===== src/rtl/serial_pkg.sv =====
// Shared definitions for the serial pattern transmitter: FSM encodings and default widths.
package serial_pkg;

    typedef enum logic [1:0] {
        IDLE = 2'd0,
        SEND = 2'd1,
        GAP  = 2'd2
    } state_t;

    localparam int PAT_W_DEF = 3;

endpackage


===== src/rtl/piso_shift.sv =====
// Parallel-load, MSB-first shift register; sout is the next bit to be sent.
module piso_shift #(
    parameter int PAT_W = 3
) (
    input  logic             clk,
    input  logic             reset,
    input  logic             load,
    input  logic             shift,
    input  logic [PAT_W-1:0] din,
    output logic             sout
);

    logic [PAT_W-1:0] q;

    always_ff @(posedge clk) begin
        if (reset)
            q <= '0;
        else if (load)
            q <= din;
        else if (shift)
            q <= {q[PAT_W-2:0], 1'b0};
    end

    assign sout = q[PAT_W-1];

endmodule


===== src/rtl/serial_pattern_gen.sv =====
// Serial pattern transmitter: repeats a PAT_W-bit pattern MSB-first REPS times with idle gaps.
module serial_pattern_gen
    import serial_pkg::*;
#(
    parameter int PAT_W = PAT_W_DEF,
    parameter int REP_W = 4,
    parameter int GAP_W = 4
) (
    input  logic             clk,
    input  logic             reset,
    input  logic             start,
    input  logic [PAT_W-1:0] pattern,
    input  logic [REP_W-1:0] reps,
    input  logic [GAP_W-1:0] gap,
    output logic             bit_out,
    output logic             bit_valid,
    output logic             frame_sof,
    output logic             busy,
    output logic             done
);

    localparam int IDX_W = $clog2(PAT_W);
    localparam logic [IDX_W-1:0] LAST_IDX = IDX_W'(PAT_W - 1);

    state_t           state, state_n;
    logic [IDX_W-1:0] idx, idx_n;
    logic [REP_W-1:0] rep_cnt, rep_n;
    logic [GAP_W-1:0] gap_cnt, gap_n;
    logic [PAT_W-1:0] pat_q, ld_pat;
    logic [GAP_W-1:0] gap_q;
    logic             accept, load, shift, sr_next;
    logic             bo_n, vld_n, sof_n, busy_n, done_n;

    // The first bit goes straight into bit_out, so the shifter holds only the remaining bits.
    piso_shift #(.PAT_W(PAT_W)) u_piso (
        .clk   (clk),
        .reset (reset),
        .load  (load),
        .shift (shift),
        .din   ({ld_pat[PAT_W-2:0], 1'b0}),
        .sout  (sr_next)
    );

    assign ld_pat = accept ? pattern : pat_q;

    always_comb begin
        state_n = state;
        idx_n   = idx;
        rep_n   = rep_cnt;
        gap_n   = gap_cnt;
        accept  = 1'b0;
        load    = 1'b0;
        shift   = 1'b0;
        bo_n    = 1'b0;
        vld_n   = 1'b0;
        sof_n   = 1'b0;
        busy_n  = 1'b0;
        done_n  = 1'b0;
        case (state)
            IDLE: begin
                if (start && reps != '0) begin
                    accept  = 1'b1;
                    load    = 1'b1;
                    bo_n    = pattern[PAT_W-1];
                    vld_n   = 1'b1;
                    sof_n   = 1'b1;
                    busy_n  = 1'b1;
                    idx_n   = LAST_IDX;
                    rep_n   = reps;
                    state_n = SEND;
                end else if (start) begin
                    done_n = 1'b1;
                end
            end
            SEND: begin
                busy_n = 1'b1;
                if (idx != '0) begin
                    shift = 1'b1;
                    bo_n  = sr_next;
                    vld_n = 1'b1;
                    idx_n = idx - 1'b1;
                end else if (rep_cnt > REP_W'(1)) begin
                    rep_n = rep_cnt - 1'b1;
                    if (gap_q != '0) begin
                        gap_n   = gap_q;
                        state_n = GAP;
                    end else begin
                        load  = 1'b1;
                        bo_n  = pat_q[PAT_W-1];
                        vld_n = 1'b1;
                        sof_n = 1'b1;
                        idx_n = LAST_IDX;
                    end
                end else begin
                    busy_n  = 1'b0;
                    done_n  = 1'b1;
                    state_n = IDLE;
                end
            end
            GAP: begin
                busy_n = 1'b1;
                // gap_cnt counts idle cycles still to show, including the current one
                if (gap_cnt == GAP_W'(1)) begin
                    load    = 1'b1;
                    bo_n    = pat_q[PAT_W-1];
                    vld_n   = 1'b1;
                    sof_n   = 1'b1;
                    idx_n   = LAST_IDX;
                    state_n = SEND;
                end else begin
                    gap_n = gap_cnt - 1'b1;
                end
            end
            default: state_n = IDLE;
        endcase
    end

    always_ff @(posedge clk) begin
        if (reset) begin
            state     <= IDLE;
            idx       <= '0;
            rep_cnt   <= '0;
            gap_cnt   <= '0;
            pat_q     <= '0;
            gap_q     <= '0;
            bit_out   <= 1'b0;
            bit_valid <= 1'b0;
            frame_sof <= 1'b0;
            busy      <= 1'b0;
            done      <= 1'b0;
        end else begin
            state     <= state_n;
            idx       <= idx_n;
            rep_cnt   <= rep_n;
            gap_cnt   <= gap_n;
            if (accept) begin
                pat_q <= pattern;
                gap_q <= gap;
            end
            bit_out   <= bo_n;
            bit_valid <= vld_n;
            frame_sof <= sof_n;
            busy      <= busy_n;
            done      <= done_n;
        end
    end

endmodule


===== config.mk =====
export PLATFORM = sky130hd
export DESIGN_NAME = serial_pattern_gen
export DESIGN_NICKNAME = d
export VERILOG_FILES = /design/src/rtl/serial_pkg.sv /design/src/rtl/piso_shift.sv /design/src/rtl/serial_pattern_gen.sv
export SDC_FILE = /design/constraint.sdc
export NUM_CORES = 1
export LEC_CHECK = 0
export CAP_MARGIN = 25
export CORE_MARGIN = 10
export CORE_UTILIZATION = 53
export CTS_CLUSTER_DIAMETER = 200
export DETAILED_ROUTE_END_ITERATION = 6
export PLACE_DENSITY = 0.78
export RECOVER_POWER = 50
export SLEW_MARGIN = 5
export SYNTH_ARGS = -nofsm -noshare
export SYNTH_HDL_FRONTEND = slang
export SYNTH_HIERARCHICAL = 1
export SYNTH_SLANG_ARGS = --single-unit

===== constraint.sdc =====
create_clock -name clk -period 2.62 [get_ports clk]
set_input_delay 0.262 -clock clk [delete_from_list [all_inputs] [get_ports clk]]
set_output_delay 0.262 -clock clk [all_outputs]
set_load 0.005 [all_outputs]

==> impl_results.html, run 1 <==
<table>
<tr><th>Metric</th><th>Value</th></tr>
<tr><th colspan="2">Power</th></tr>
<tr><td>VDD IR max</td><td>0.000488 V</td></tr>
<tr><td>Static Leakage</td><td>0.606 nW</td></tr>
<tr><td>Areal power density over the cells</td><td>656 mW/mm^2</td></tr>
<tr><td>Design Power</td><td>1.03 mW</td></tr>
<tr><th colspan="2">CTS</th></tr>
<tr><td>Clk pin slew, worst setup/hold paths</td><td>0.16 ns</td></tr>
<tr><td>Worst-skew pair later-pin latency</td><td>0.33 ns</td></tr>
<tr><td>Number of hold-repair buffers added at the cts stage</td><td>0</td></tr>
<tr><td>TritonCTS clock tree</td><td>yes</td></tr>
<tr><td>Number of sinks driven by the clock tree</td><td>27</td></tr>
<tr><td># Post-CTS Setup Buffers</td><td>0</td></tr>
<tr><td>Level count of the clock H-tree</td><td>1</td></tr>
<tr><td>Total clock buffers created by CTS</td><td>3</td></tr>
<tr><td>CTS Root Buffer Type</td><td>clkbuf_4</td></tr>
<tr><td>Post-cts gate resize count</td><td>0</td></tr>
<tr><td>CTS Buffer Depth</td><td>2</td></tr>
<tr><th colspan="2">Synthesis</th></tr>
<tr><td>Sequential fraction of the synthesis area</td><td>0.405</td></tr>
<tr><td>Number of synthesized flops with an enable pin</td><td>0</td></tr>
<tr><td>Gate Count Post-Synth</td><td>166</td></tr>
<tr><td>Synthesized Nets</td><td>186</td></tr>
<tr><td>Top_reg_cell synth</td><td>dfxtp_1</td></tr>
<tr><td>Cell area after technology mapping</td><td>0.00134 mm^2</td></tr>
<tr><td>Synthesized area per cell</td><td>8.04 um^2</td></tr>
<tr><td>FF+latch count, synth</td><td>27</td></tr>
<tr><td>Number of distinct standard cells referenced by the synthesized netlist</td><td>39</td></tr>
<tr><td>Ys async rst share</td><td>0</td></tr>
<tr><td>Total of warnings raised by yosys</td><td>6</td></tr>
<tr><th colspan="2">Floorplanning</th></tr>
<tr><td>I/O pin count</td><td>19</td></tr>
<tr><td>Floorplan die area</td><td>0.00493 mm^2</td></tr>
<tr><td>Number of core rows</td><td>18</td></tr>
<tr><td>Die width</td><td>70.2 um</td></tr>
<tr><td>Starting Density</td><td>0.549</td></tr>
<tr><td>Die extent in y</td><td>70.2 um</td></tr>
<tr><td>Area inside the core boundary</td><td>0.00243 mm^2</td></tr>
<tr><th colspan="2">Placement</th></tr>
<tr><td>Routability Congestion</td><td>0.942</td></tr>
<tr><td>Sum of net half-perimeters after detailed placement</td><td>2.32 mm</td></tr>
<tr><td>I/O Buffers</td><td>18</td></tr>
<tr><td>Post-DP Area</td><td>0.00155 mm^2</td></tr>
<tr><td>Setup slack at placement</td><td>0.175 ns</td></tr>
<tr><th colspan="2">Timing</th></tr>
<tr><td>Setup violators final</td><td>0</td></tr>
<tr><td>Headroom to the max-slew limit</td><td>0.566</td></tr>
<tr><td>Post-route clock skew</td><td>0.00745 ns</td></tr>
<tr><td>Max Clock Freq</td><td>434 MHz</td></tr>
<tr><td>Setup slack after layout</td><td>0.318 ns</td></tr>
<tr><td>Minimum clock period after layout</td><td>2.30 ns</td></tr>
<tr><td>Number of pins exceeding their max-slew limit in the final report</td><td>0</td></tr>
<tr><td>Worst-Margin Slew</td><td>0.650 ns</td></tr>
<tr><td>Hold violation count in the final report</td><td>0</td></tr>
<tr><td>RSZ-0062 raised after global routing</td><td>no</td></tr>
<tr><td>Final sum of negative setup slack</td><td>0 ns</td></tr>
<tr><td>Post-route fraction of the period consumed by the critical path</td><td>0.879</td></tr>
<tr><td>Worst hold slack</td><td>0.470 ns</td></tr>
<tr><th colspan="2">Min path</th></tr>
<tr><td>Hold path endpoint</td><td>gap_q[0]$_SDFFE_PP0P_</td></tr>
<tr><td>Startpoint of the most critical hold path</td><td>gap[0]</td></tr>
<tr><td>Path class of the lowest-slack min-delay path</td><td>in -&gt; reg</td></tr>
<tr><td>Worst hold stages</td><td>3</td></tr>
<tr><th colspan="2">Worst setup path</th></tr>
<tr><td>Worst EP required</td><td>2.87 ns</td></tr>
<tr><td>Cell at the slowest stage of the critical path</td><td>or4_1</td></tr>
<tr><td>Arr. time, crit path</td><td>2.55 ns</td></tr>
<tr><td>Setup CP Type</td><td>in -&gt; reg</td></tr>
<tr><td>Reg-to-reg slack, setup</td><td>0.50 ns</td></tr>
<tr><td>Delay of the slowest cell on the worst path</td><td>0.59 ns</td></tr>
<tr><td>CP Launch Type</td><td>input port</td></tr>
<tr><td>R2r endpoint</td><td>u_piso/q[1]$_SDFFE_PP0P_</td></tr>
<tr><td>Sort of element at the end of the critical path</td><td>flop</td></tr>
<tr><td>Sequence of cells on the critical path</td><td>dlygate4sd3_1 &gt; or4_1 &gt; and3_4 &gt; or4_4 &gt; a311oi_1</td></tr>
<tr><td>Worst R2R Start</td><td>rep_cnt[0]$_SDFFE_PP0P_</td></tr>
<tr><td>Crit-path max FO</td><td>12</td></tr>
<tr><td>Register-to-Register Path Depth</td><td>8</td></tr>
<tr><th colspan="2">Drt</th></tr>
<tr><td>Final wirelength</td><td>3.09 mm</td></tr>
<tr><td>Violation count after the first detailed-routing iteration</td><td>108</td></tr>
<tr><td>DR vias/cell</td><td>5.68</td></tr>
<tr><td>Vias after detailed routing</td><td>1221</td></tr>
<tr><td>Residual antenna-violating net count after detailed routing</td><td>0</td></tr>
<tr><td>Number of remaining DRC errors</td><td>0</td></tr>
<tr><td>DR WL/cell</td><td>14.4 um</td></tr>
<tr><td>Number of optimization iterations in the first detailed-route pass</td><td>6</td></tr>
<tr><th colspan="2">Global route</th></tr>
<tr><td>Congestion Overflow GR</td><td>0</td></tr>
<tr><td>Number of global-route vias before repair</td><td>1235</td></tr>
<tr><td>Aggregate global-route resource usage</td><td>0.125</td></tr>
<tr><td>Number of antenna violations at the first check in global routing</td><td>0</td></tr>
<tr><td>Pin count of the biggest net entering global routing</td><td>18</td></tr>
<tr><td>First-pass GRT wire length</td><td>5.38 mm</td></tr>
<tr><th colspan="2">Cells and area</th></tr>
<tr><td>Layout-stage area growth over the synthesis result</td><td>17.8%</td></tr>
<tr><td>Most common cell after layout, fill and taps aside</td><td>nand2_1</td></tr>
<tr><td>Proportion of layout cells with a drive suffix above 1</td><td>0.0757</td></tr>
<tr><td>Leading cell types in the layout, fill and taps excluded</td><td>nand2_1, dfxtp_1, a21oi_1, nor2_1, clkdlybuf4s50_1</td></tr>
<tr><td>Count of antenna diodes in the layout</td><td>0</td></tr>
<tr><td>Layout Nets</td><td>206</td></tr>
<tr><td>Fill count</td><td>221</td></tr>
<tr><td>Post-route cell area</td><td>0.00157 mm^2</td></tr>
<tr><th colspan="2">Run status</th></tr>
<tr><td>Status</td><td>finished, final reports clean</td></tr>
<tr><th colspan="2">Flow run</th></tr>
<tr><td>Reported max-cap violation count</td><td>0</td></tr>
</table>
[sequential cells by signal, summed over array words and instances, names as in the netlist]
name	cells
bit_valid	1
u_piso/q	3
rep_cnt	4
busy	1
done	1
idx	2
gap_q	4
pat_q	3
gap_cnt	4
bit_out	1
state	2
frame_sof	1
[routing by layer]
metal  wire length (um)  vias to the layer above  track usage  share of wire
met5                  0                        -            0              0
met1               1320                      569        0.145           0.43
met4                  0                        0       0.0395              0
met3                198                        0       0.0410          0.064
li1                   -                      614            -              -
met2               1570                       38        0.210           0.51
[worst max-delay path: cells and delay by family]
kind / cells / cell delay [ns]
compound gates: 1 / 0.28
simple gates: 3 / 1.43
buf+inv: 1 / 0.57
[cells in the mapped netlist (2+ instances only)]
cell type | count | area (um^2)
a22oi_1 | 2 | 15.0
nand2b_1 | 3 | 18.8
clkbuf_1 | 6 | 22.5
a21oi_1 | 18 | 90.1
and2_1 | 2 | 12.5
nand2_1 | 31 | 116
a31oi_1 | 3 | 18.8
a211oi_1 | 5 | 37.5
inv_1 | 7 | 26.3
mux2i_1 | 3 | 30.0
ha_1 | 6 | 75.1
dfxtp_1 | 27 | 541
nor2b_1 | 3 | 18.8
or4_4 | 2 | 22.5
nor3_1 | 2 | 10.0
nor2_1 | 14 | 52.6
or2_2 | 3 | 18.8
nor2b_2 | 2 | 17.5
o21ai_0 | 7 | 35.0
[logic make-up after synthesis]
| logic type | synth area share |
|---|---|
| DFF | 0.405 |
| buffers and inverters | 0.0366 |
| AOI/OAI and AO/OA | 0.208 |
| and+or+nand+nor | 0.269 |
| other | 0.00281 |
| adders and majority gates | 0.0562 |
| muxes | 0.0225 |
[how the worst max path moves through the flow]
stage,from,endpoint,slack (ns),cells after the start
after global routing,reps[0],idx[1]$_SDFFE_PP0P_,0.20,5
after global placement,reps[1],idx[1]$_SDFFE_PP0P_,0.23,5
final,reps[0],idx[1]$_SDFFE_PP0P_,0.32,5
after detailed placement,reps[1],idx[1]$_SDFFE_PP0P_,0.17,5
after floorplan,reps[1],idx[1]$_SDFFE_PP0P_,0.75,4
after CTS,rep_cnt[0]$_SDFFE_PP0P_,gap_cnt[0]$_SDFFE_PP0P_,0.48,7
[power by group]
part / internal (mW) / switching, mW
Sequential: 0.463 / 0.0335
Combinational: 0.153 / 0.194
Clock: 0.0573 / 0.131
[stage by stage]
step / std cells / utilization
final: 215 / 0.647
after global routing: 215 / 0.647
after CTS: 215 / 0.650
after detailed placement: 211 / 0.638
after global placement: 211 / 0.638
after floorplan: 166 / -
[area by class of cell]
cell class | count | area, um^2 | area share
Multi-Input combinational cell | 126 | 742 | 0.472
Sequential cell | 27 | 541 | 0.344
Timing Repair Buffer | 21 | 199 | 0.126
Tap cell | 30 | 37.5 | 0.0239
Inverter | 7 | 26.3 | 0.0167
Clock buffer | 3 | 22.5 | 0.0143
Clock inverter | 1 | 5.00 | 0.00318
Power figures use the tool's default switching activity.
==> inputs of run 2 (changes only) <==
- CAP_MARGIN: 25 -> default
==> results of run 2 <==
Same layout as run 1: the final DEF is identical, and so are final timing and power.
==> inputs of run 3 (changes only) <==
- ABC_AREA: default -> 1
- CORE_UTILIZATION: 53 -> 54
==> run 3 against run 2 <==
  * Cell area up 10%
  * Clock skew up 0.0070 ns
  * Maximum frequency up 27%
  * Total power up 28%
  * Non-clock buffer count down 2
  * Die area up 7.8%
  * Register-to-register slack better by 0.31 ns
  * Sequential share of layout area down 3.2 points
  * Hold slack better by 0.0026 ns
==> impl_results.html, run 3 <==
<table>
<tr><th>Metric</th><th>Value</th></tr>
<tr><th colspan="2">Worst setup path</th></tr>
<tr><td>Reg-to-reg slack, setup</td><td>0.81 ns</td></tr>
<tr><td>Sort of element at the end of the critical path</td><td>flop</td></tr>
<tr><td>Worst Setup EP</td><td>u_piso/q[2]$_SDFFE_PP0P_</td></tr>
<tr><td>R2r endpoint</td><td>u_piso/q[2]$_SDFFE_PP0P_</td></tr>
<tr><td>Setup CP Type</td><td>reg -&gt; reg</td></tr>
<tr><td>CP Launch Type</td><td>flop</td></tr>
<tr><td>Worst R2R Start</td><td>state[1]$_SDFFE_PP0P_</td></tr>
<tr><td>Register-to-Register Path Depth</td><td>12</td></tr>
<tr><td>Launching element of the worst setup path</td><td>state[1]$_SDFFE_PP0P_</td></tr>
<tr><td>Worst EP required</td><td>2.87 ns</td></tr>
<tr><td>Crit-path max FO</td><td>16</td></tr>
<tr><td>Arr. time, crit path</td><td>2.07 ns</td></tr>
<tr><th colspan="2">CTS</th></tr>
<tr><td>Number of hold-repair buffers added at the cts stage</td><td>0</td></tr>
<tr><td>Number of sinks driven by the clock tree</td><td>27</td></tr>
<tr><td>TritonCTS clock tree</td><td>yes</td></tr>
<tr><td>Worst-skew pair later-pin latency</td><td>0.33 ns</td></tr>
<tr><td>Level count of the clock H-tree</td><td>1</td></tr>
<tr><td>Clk pin slew, worst setup/hold paths</td><td>0.16 ns</td></tr>
<tr><td>CTS Root Buffer Type</td><td>clkbuf_4</td></tr>
<tr><td># Post-CTS Setup Buffers</td><td>0</td></tr>
<tr><td>CTS Buffer Depth</td><td>2</td></tr>
<tr><td>Post-cts gate resize count</td><td>0</td></tr>
<tr><td>Total clock buffers created by CTS</td><td>3</td></tr>
<tr><th colspan="2">Timing</th></tr>
<tr><td>Post-route fraction of the period consumed by the critical path</td><td>0.692</td></tr>
<tr><td>Minimum clock period after layout</td><td>1.81 ns</td></tr>
<tr><td>Max Clock Freq</td><td>552 MHz</td></tr>
<tr><td>Number of pins exceeding their max-slew limit in the final report</td><td>0</td></tr>
<tr><td>Setup slack after layout</td><td>0.807 ns</td></tr>
<tr><td>Setup violators final</td><td>0</td></tr>
<tr><td>Post-route clock skew</td><td>0.0144 ns</td></tr>
<tr><td>Final sum of negative setup slack</td><td>0 ns</td></tr>
<tr><td>RSZ-0062 raised after global routing</td><td>no</td></tr>
<tr><td>Worst hold slack</td><td>0.473 ns</td></tr>
<tr><td>Hold violation count in the final report</td><td>0</td></tr>
<tr><th colspan="2">Synthesis</th></tr>
<tr><td>Ys async rst share</td><td>0</td></tr>
<tr><td>Leading post-synthesis cells by instance count</td><td>nand2_1, nor2_1, inv_1</td></tr>
<tr><td>Cell with the most instances after synthesis</td><td>nand2_1</td></tr>
<tr><td>Synthesized Nets</td><td>253</td></tr>
<tr><td>Cell area after technology mapping</td><td>0.00151 mm^2</td></tr>
<tr><td>Number of synthesized flops with an enable pin</td><td>0</td></tr>
<tr><td>Largest area contributor in the netlist</td><td>dfxtp_1</td></tr>
<tr><td>Synthesized area per cell</td><td>6.48 um^2</td></tr>
<tr><td>Portion of synthesized cell area occupied by the leading cell type</td><td>0.358</td></tr>
<tr><td>Largest cells by area after synthesis</td><td>dfxtp_1, nand2_1, nor2_1</td></tr>
<tr><td>Number of distinct standard cells referenced by the synthesized netlist</td><td>21</td></tr>
<tr><td>Total of warnings raised by yosys</td><td>6</td></tr>
<tr><td>Sequential fraction of the synthesis area</td><td>0.358</td></tr>
<tr><td>Top_reg_cell synth</td><td>dfxtp_1</td></tr>
<tr><td>FF+latch count, synth</td><td>27</td></tr>
<tr><td>Gate Count Post-Synth</td><td>233</td></tr>
<tr><th colspan="2">Placement</th></tr>
<tr><td>I/O Buffers</td><td>18</td></tr>
<tr><td>Routability Congestion</td><td>0.836</td></tr>
<tr><td>Sum of net half-perimeters after detailed placement</td><td>2.38 mm</td></tr>
<tr><td>Setup slack at placement</td><td>0.695 ns</td></tr>
<tr><td>Placed Instances</td><td>280</td></tr>
<tr><th colspan="2">Power</th></tr>
<tr><td>Areal power density over the cells</td><td>763 mW/mm^2</td></tr>
<tr><td>VDD IR max</td><td>0.000525 V</td></tr>
<tr><td>Static Leakage</td><td>0.858 nW</td></tr>
<tr><th colspan="2">Cells and area</th></tr>
<tr><td>Post-layout instance count excluding filler cells</td><td>284</td></tr>
<tr><td>Most common cell after layout, fill and taps aside</td><td>nand2_1</td></tr>
<tr><td>Layout Nets</td><td>274</td></tr>
<tr><td>Largest registers</td><td>gap_cnt x4, gap_q x4, rep_cnt x4</td></tr>
<tr><td>Count of antenna diodes in the layout</td><td>0</td></tr>
<tr><td>Layout-stage area growth over the synthesis result</td><td>15.0%</td></tr>
<tr><td>Proportion of layout cells with a drive suffix above 1</td><td>0.0632</td></tr>
<tr><td>Leading cell types in the layout, fill and taps excluded</td><td>nand2_1, nor2_1, inv_1, dfxtp_1, nand3_1</td></tr>
<tr><th colspan="2">Run status</th></tr>
<tr><td>Status</td><td>finished, final reports clean</td></tr>
<tr><th colspan="2">Global route</th></tr>
<tr><td>Number of global-route vias before repair</td><td>1318</td></tr>
<tr><td>Number of antenna violations at the first check in global routing</td><td>0</td></tr>
<tr><td>First-pass GRT wire length</td><td>5.45 mm</td></tr>
<tr><td>Congestion Overflow GR</td><td>0</td></tr>
<tr><td>Pin count of the biggest net entering global routing</td><td>17</td></tr>
<tr><td>Aggregate global-route resource usage</td><td>0.122</td></tr>
<tr><th colspan="2">Min path</th></tr>
<tr><td>Startpoint of the most critical hold path</td><td>u_piso/q[0]$_SDFFE_PP0P_</td></tr>
<tr><td>Path class of the lowest-slack min-delay path</td><td>reg -&gt; reg</td></tr>
<tr><th colspan="2">Floorplanning</th></tr>
<tr><td>I/O pin count</td><td>19</td></tr>
<tr><td>Number of core rows</td><td>19</td></tr>
<tr><td>Starting Density</td><td>0.557</td></tr>
<tr><td>Die extent in y</td><td>72.9 um</td></tr>
<tr><td>Floorplan die area</td><td>0.00531 mm^2</td></tr>
<tr><td>Area inside the core boundary</td><td>0.00271 mm^2</td></tr>
<tr><td>Die width</td><td>72.9 um</td></tr>
<tr><th colspan="2">Drt</th></tr>
<tr><td>DR vias/cell</td><td>5.01</td></tr>
<tr><td>Number of optimization iterations in the first detailed-route pass</td><td>4</td></tr>
<tr><td>Violation count after the first detailed-routing iteration</td><td>44</td></tr>
<tr><td>Residual antenna-violating net count after detailed routing</td><td>0</td></tr>
<tr><td>Final wirelength</td><td>3.05 mm</td></tr>
<tr><td>DR WL/cell</td><td>10.7 um</td></tr>
<tr><td>Number of remaining DRC errors</td><td>0</td></tr>
<tr><td>Vias after detailed routing</td><td>1422</td></tr>
<tr><th colspan="2">Flow run</th></tr>
<tr><td>Reported max-cap violation count</td><td>0</td></tr>
</table>
[run 3: changes by cell type after synthesis, sizes merged, moves of 3 or more]
cell | previous run | this run
o21ai | 7 | 13
nand3 | 1 | 16
mux2i | 3 | 0
a31oi | 3 | 0
a21oi | 18 | 11
nand4 | 0 | 6
nor2b | 5 | 0
nand2 | 31 | 69
nand2b | 3 | 0
a211oi | 5 | 0
or4 | 3 | 0
clkbuf | 6 | 1
inv | 7 | 37
nor2 | 14 | 41
[run 3: cell families (layout without fill, tap and decap cells)]
kind of cell	after synthesis	after routing	share of synthesized area
AOI/OAI and AO/OA	24	24	0.0796
and+or+nand+nor	134	134	0.401
xor gates and xnor gates	1	1	0.00581
adders and majority gates	6	6	0.0497
buffers and inverters	40	60	0.103
other	1	1	0.00249
DFF	27	27	0.358
[run 3: where the power goes]
part | total [mW] | internal, mW | switching, mW
Clock | 0.186 | 0.0596 | 0.127
Sequential | 0.549 | 0.496 | 0.0526
Combinational | 0.589 | 0.222 | 0.366
Total | 1.32 | 0.778 | 0.546
[run 3: worst min path at each step]
stage	endpoint	slack, ns	depth (start not counted)
after global routing	idx[0]$_SDFFE_PP0P_	0.52	2
after floorplan	u_piso/q[0]$_SDFFE_PP0P_	0.33	1
after detailed placement	gap_cnt[1]$_SDFFE_PP0P_	0.46	2
after global placement	u_piso/q[0]$_SDFFE_PP0P_	0.45	2
after CTS	gap_cnt[1]$_SDFFE_PP0P_	0.48	2
final	u_piso/q[0]$_SDFFE_PP0P_	0.47	2
[run 3: stage by stage]
| stage | utilization | cell area, um^2 | power (mW) |
|---|---|---|---|
| 3_5_place_dp | 0.634 | 1720 | 1.16 |
| 2_1_floorplan | - | 1510 | 1.02 |
| 4_1_cts | 0.644 | 1750 | 1.34 |
| 6_report | 0.640 | 1740 | 1.32 |
| 5_1_grt | 0.640 | 1740 | 1.46 |
| 3_3_place_gp | 0.634 | 1720 | 1.15 |
[run 3: layout make-up]
| type | count | area [um^2] |
|---|---|---|
| Timing Repair Buffer | 19 | 188 |
| Inverter | 37 | 139 |
| Clock buffer | 4 | 26.3 |
| Sequential cell | 27 | 541 |
| Tap cell | 31 | 38.8 |
| Multi-Input combinational cell | 166 | 803 |
| Fill cell | 261 | 975 |
[run 3: per-layer routing]
metal / share of wire / GRT usage
met1: 0.46 / 0.147
met2: 0.49 / 0.207
met3: 0.047 / 0.0272
met4: 0.0075 / 0.0422
met5: 0 / 0
[run 3: critical path, stage by stage (launching register included)]
cell and delay [ns]:
dfxtp_1 0.47, nor2_1 0.09, nand2_1 0.06, inv_1 0.05, nand2_1 0.35, inv_1 0.11
or2_1 0.22, o21ai_0 0.10, inv_1 0.06, nor2_1 0.10, nor2_1 0.04, nand2_1 0.06
inv_1 0.03
